--- config.mk ---
export PLATFORM = sky130hd
export DESIGN_NAME = gain_ramp_stage
export DESIGN_NICKNAME = d
export VERILOG_FILES = /design/src/rtl/gain_ramp_stage.sv
export SDC_FILE = /design/constraint.sdc
export NUM_CORES = 2
export LEC_CHECK = 0
export ABC_AREA = 1
export BUFFER_PORTS_ARGS = -buffer_cell sky130_fd_sc_hd__buf_2
export CORE_ASPECT_RATIO = 1.2
export CORE_UTILIZATION = 50
export CTS_CLUSTER_DIAMETER = 60
export DETAILED_ROUTE_END_ITERATION = 12
export PLACE_DENSITY = 0.72
export SLEW_MARGIN = 20
export SYNTH_ARGS = -nofsm -noshare
export SYNTH_HDL_FRONTEND = slang
export SYNTH_SLANG_ARGS = --single-unit
--- constraint.sdc ---
create_clock -name clk -period 13.1 [get_ports clk]
set_input_delay 0.655 -clock clk [delete_from_list [all_inputs] [get_ports clk]]
set_output_delay 0.655 -clock clk [all_outputs]
set_load 0.1 [all_outputs]
--- src/rtl/gain_ramp_stage.sv ---
// gain_ramp_stage: two-stage audio gain pipeline (operand register -> clipped product).
// Gain changes are slewed toward the latched target, one bounded step per accepted sample.
// Build option: define GAIN_RAMP_EN for the linear gain ramp; without it a gain_load
// takes effect in full at the next clock edge and ramping stays low.

module fixed_multiply #(
    parameter int fractional_size = 12,
    parameter int operand_size    = 32
) (
    input  logic signed [operand_size-1:0] a,
    input  logic signed [operand_size-1:0] b,
    output logic signed [operand_size-1:0] result
);
    logic signed [2*operand_size-1:0] w_full;
    logic                             w_unused_bits;

    // Full-precision product; the result keeps the operand_size bits above the fraction.
    assign w_full        = a * b;
    assign result        = w_full[fractional_size +: operand_size];
    assign w_unused_bits = ^{w_full[2*operand_size-1:fractional_size+operand_size],
                             w_full[fractional_size-1:0]};
endmodule

module gain_ramp_stage #(
    parameter int                       fractional_size = 12,
    parameter int                       operand_size    = 32,
    parameter logic [operand_size-1:0]  GAIN_MAX        = 32'h0000_8000,
    parameter int                       RAMP_STEP       = 4,
    parameter logic [operand_size-1:0]  CLIP_LEVEL      = 32'h0000_1000
) (
    input  logic                    clk,
    input  logic                    rst,
    input  logic [operand_size-1:0] gain_target,
    input  logic                    gain_load,
    input  logic                    in_valid,
    output logic                    in_ready,
    input  logic [operand_size-1:0] in_sample,
    output logic                    out_valid,
    input  logic                    out_ready,
    output logic [operand_size-1:0] out_sample,
    output logic [operand_size-1:0] gain_current,
    output logic                    ramping
);
    localparam logic signed [operand_size-1:0] LP_ONE      = operand_size'(1) << fractional_size;
    localparam logic signed [operand_size-1:0] LP_GAIN_MAX = GAIN_MAX;
    localparam logic signed [operand_size-1:0] LP_CLIP_POS = CLIP_LEVEL;
    localparam logic signed [operand_size-1:0] LP_CLIP_NEG = -CLIP_LEVEL;

    logic                           r_s1_valid;
    logic signed [operand_size-1:0] r_s1_sample;
    logic signed [operand_size-1:0] r_s1_gain;
    logic                           r_s2_valid;
    logic [operand_size-1:0]        r_s2_sample;
    logic signed [operand_size-1:0] r_gain;

    logic                           w_s2_adv;
    logic                           w_accept;
    logic signed [operand_size-1:0] w_product;
    logic signed [operand_size-1:0] w_clipped;
    logic signed [operand_size-1:0] w_target_clamped;

    assign w_s2_adv     = !r_s2_valid || out_ready;
    assign in_ready     = !r_s1_valid || w_s2_adv;
    assign w_accept     = in_valid && in_ready;
    assign out_valid    = r_s2_valid;
    assign out_sample   = r_s2_sample;
    assign gain_current = r_gain;

    fixed_multiply #(
        .fractional_size (fractional_size),
        .operand_size    (operand_size)
    ) u_mult (
        .a      (r_s1_sample),
        .b      (r_s1_gain),
        .result (w_product)
    );

    // Hard clip of the product to +/-CLIP_LEVEL, signed compare.
    always_comb begin
        w_clipped = w_product;
        if (w_product > LP_CLIP_POS) begin
            w_clipped = LP_CLIP_POS;
        end else if (w_product < LP_CLIP_NEG) begin
            w_clipped = LP_CLIP_NEG;
        end
    end

    // Requested gain clamped into [0, GAIN_MAX].
    always_comb begin
        w_target_clamped = $signed(gain_target);
        if ($signed(gain_target) < 0) begin
            w_target_clamped = '0;
        end else if ($signed(gain_target) > LP_GAIN_MAX) begin
            w_target_clamped = LP_GAIN_MAX;
        end
    end

    // S1: capture the sample with the gain in force before this accept's update.
    always_ff @(posedge clk) begin
        if (rst) begin
            r_s1_valid  <= 1'b0;
            r_s1_sample <= '0;
            r_s1_gain   <= '0;
        end else if (w_accept) begin
            r_s1_valid  <= 1'b1;
            r_s1_sample <= $signed(in_sample);
            r_s1_gain   <= r_gain;
        end else if (w_s2_adv) begin
            r_s1_valid  <= 1'b0;
        end
    end

    // S2: register the clipped product; the data holds whenever S2 is stalled.
    always_ff @(posedge clk) begin
        if (rst) begin
            r_s2_valid  <= 1'b0;
            r_s2_sample <= '0;
        end else if (w_s2_adv) begin
            r_s2_valid <= r_s1_valid;
            if (r_s1_valid) begin
                r_s2_sample <= w_clipped;
            end
        end
    end

`ifdef GAIN_RAMP_EN
    localparam logic signed [operand_size-1:0] LP_STEP     = operand_size'(RAMP_STEP);
    localparam logic signed [operand_size-1:0] LP_STEP_NEG = -operand_size'(RAMP_STEP);

    logic signed [operand_size-1:0] r_target;
    logic signed [operand_size-1:0] w_delta;
    logic signed [operand_size-1:0] w_gain_next;

    // One bounded step toward the target; snaps onto it once within a step.
    always_comb begin
        w_delta     = r_target - r_gain;
        w_gain_next = r_target;
        if (w_delta > LP_STEP) begin
            w_gain_next = r_gain + LP_STEP;
        end else if (w_delta < LP_STEP_NEG) begin
            w_gain_next = r_gain - LP_STEP;
        end
    end

    // Gain moves only on accepts; a same-cycle load retargets from the next cycle on.
    always_ff @(posedge clk) begin
        if (rst) begin
            r_gain   <= LP_ONE;
            r_target <= LP_ONE;
        end else begin
            if (w_accept) begin
                r_gain <= w_gain_next;
            end
            if (gain_load) begin
                r_target <= w_target_clamped;
            end
        end
    end

    assign ramping = (r_gain != r_target);
`else
    logic w_unused_step;

    // Gain jumps straight to the clamped target; a same-cycle accept already took the old gain.
    always_ff @(posedge clk) begin
        if (rst) begin
            r_gain <= LP_ONE;
        end else if (gain_load) begin
            r_gain <= w_target_clamped;
        end
    end

    assign ramping       = 1'b0;
    assign w_unused_step = (RAMP_STEP != 0);
`endif

endmodule

==> summary.txt <==
Floorplanning
  – Die ar.: 65600 um2
  – Initial core utilization: 0.508
  – Die Wd: 234 um
  – IO Count: 136
  – Die H: 280 um
  – Core ar.: 63600 um2
  – # rows: 101

Route
  – Routed WL: 87100 um
  – Routed WL per cell: 17.0 um
  – Vias per std cell: 5.05
  – Final ANT Viol Nets: 0
  – First-pass DRT Iterations: 7
  – Vias: 26000
  – DRC viols: 0
  – Initial DRC Count: 1677

Cells and area
  – Area Overhead vs Synth: 5.64%
  – Layout cell share with drive strength beyond 1: 0.0540
  – Layout Nets: 5248
  – Sequential cell area: 2570 um2
  – Filler Cell Count: 5986
  – Post-Route Utilization: 0.536
  – Footprint of the multi-input gates: 24000 um2
  – Final Instance Area: 34100 um2

Clock tree
  – Post-CTS setup buffers: 0
  – CTS max path bufs: 2
  – TritonCTS Sinks: 128
  – CTS H-tree lvls: 4
  – CTS tree: yes
  – Hold_buf cts: 0
  – Clk Tree Root Cell: clkbuf_16
  – Clk slew on worst S/H paths: 0.07 ns
  – Clock latency on the worst-skew pair: 0.49 ns
  – Cts repair resizes: 0
  – Cts bufs inserted: 17

Critical path
  – Max incr delay on CP: 1.01 ns
  – CP startpoint kind: flop
  – WP data required: 13.51 ns
  – Crit-path max FO: 18
  – CP Class: flop to flop
  – CP arrival: 9.34 ns
  – Crit. End Element: flop
  – Cell mode on critical path: fa_1
  – Critical-path top delay cell: dfxtp_1
  – Reg2reg start: r_s1_sample[27]
  – CP startpoint: r_s1_sample[27]

Place
  – IO buf count: 133
  – DP Wirelength: 70300 um
  – GPL Wtd Cong: 0.996
  – Placed cell areas: 33500 um2

Timing
  – Setup TNS Final: 0 ns
  – Max Slew Vio Count: 0
  – Slew @ Worst Pin: 1.12 ns
  – Count of final setup violators: 0
  – Worst Skew: 0.0155 ns
  – Relative slew slack: 0.255
  – Post-layout minimum cycle time: 8.93 ns
  – Fin crit share: 0.682
  – F_max: 112 MHz
  – RSZ-0062 raised after global routing: no
  – Worst hold slack: 0.368 ns
  – Final Hold Fails: 0

Synthesis
  – Synth area leaders: fa_1 45%, inv_1 15%, nand2_1 14%, dfxtp_1 7.9%, ha_1 5.6%
  – Post-synth top area cell: fa_1
  – Synth Register Bits: 128
  – Synth warn: 0
  – Share of the yosys chip area belonging to registers: 0.0794
  – Number of flops mapped to enable cells by yosys: 0
  – Synth unique cells: 38
  – Commonest cells post-synth: 1282 x inv_1, 1207 x nand2_1, 732 x fa_1
  – Share of the synthesized area in the top cell type: 0.454
  – Ys async rst share: 0
  – Synth Cell Area: 32300 um2
  – Most common cell in the netlist: inv_1
  – Post-Synthesis Cells: 4318
  – Syn avg cell area: 7.48 um2
  – Ys flop type: dfxtp_1

Global route
  – Initial antenna violation count: 1
  – First-pass GRT wire length: 145000 um
  – Largest net degree at the start of global routing: 67
  – Vias in the first global route: 27500
  – GRT Util Overall: 0.287
  – Gr ovfl total: 0

Power and ir drop
  – LEAKAGE: 20.5 nW
  – Pwr/cell area: 117 nW/um2
  – Maximum VDD drop: 0.276 mV
  – Overall Power: 3.97 mW

Hold path
  – Worst Hold Class: input port to flop
  – Hold_sp: gain_load

Job
  – Max_cap viols: 0

Status
  – Status: completed
==> cells by family after synthesis <==
| family | after synthesis | share of synthesized area |
|---|---|---|
| other cells | 1 | 0.000116 |
| buf+inv | 1504 | 0.176 |
| flops | 128 | 0.0794 |
| compound gates | 206 | 0.0329 |
| fa+ha+maj | 877 | 0.510 |
| simple gates | 1551 | 0.187 |
| xor+xnor | 51 | 0.0138 |
==> final cells by class <==
cell class / count / area share
tap: 824 / 0.0302
multi-input combinational: 2687 / 0.705
sequential: 128 / 0.0754
inverter: 1283 / 0.141
clock buffer: 17 / 0.0125
clock inverter: 15 / 0.00492
antenna: 1 / 0.0000734
timing repair buffer: 185 / 0.0310
==> flip-flops by register name, summed over array words and instances, names as in the netlist <==
register,flops
gain_current,31
out_sample,32
out_valid,1
r_s1_gain,31
r_s1_sample,32
r_s1_valid,1
==> cells in the final DEF, fill, tap and decap left out, types with 7 or more instances in the layout <==
cell type	count
xnor2_1	31
nand2_1	1206
inv_1	1281
o21bai_1	7
nand3_1	67
ha_1	145
dfxtp_1	122
xor2_1	20
nor4_1	8
fa_1	732
nor2_1	228
buf_4	52
o21ai_0	98
clkbuf_16	17
a21oi_1	93
buf_2	133
nand4_1	18
==> worst max-delay path: cells and delay by family, from the launching register on <==
kind                       cells  cell delay [ns]
and+or+nand+nor               14             2.17
DFF                            1             1.01
adders and majority gates     10             4.96
AOI/OAI and AO/OA              2             0.35
buffers and inverters          4             0.34
==> report_power, final <==
part           internal [mW]  leakage [nW]  switching (mW)  total (mW)
clock                  0.270         0.286           0.226       0.496
sequential             0.440          1.05          0.0576       0.497
combinational          0.937          19.2            2.04        2.98
total                   1.65          20.5            2.33        3.97
==> metrics by stage <==
step,setup slack [ns],std cells
after global routing,3.50,5139
after CTS,4.18,5139
after global placement,4.21,5107
after floorplan,5.36,4319
final,4.17,5140
after detailed placement,4.25,5107
==> per-layer routing <==
layer / vias to the layer above / part of all wire / track usage
li1: 12000 / - / -
met1: 12700 / 0.40 / 0.368
met2: 1073 / 0.49 / 0.489
met3: 193 / 0.075 / 0.0441
met4: 0 / 0.034 / 0.103
met5: - / 0 / 0
==> final timing paths <==
check	endpoint	slack (ns)	cells after the start
hold reg to reg	gain_current[28]	0.45	2
hold / removal	gain_current[30]	0.37	2
setup / recovery	out_sample[1]	4.17	30
setup reg to reg	out_sample[1]	4.17	30
(Power assumes the default switching activity.)
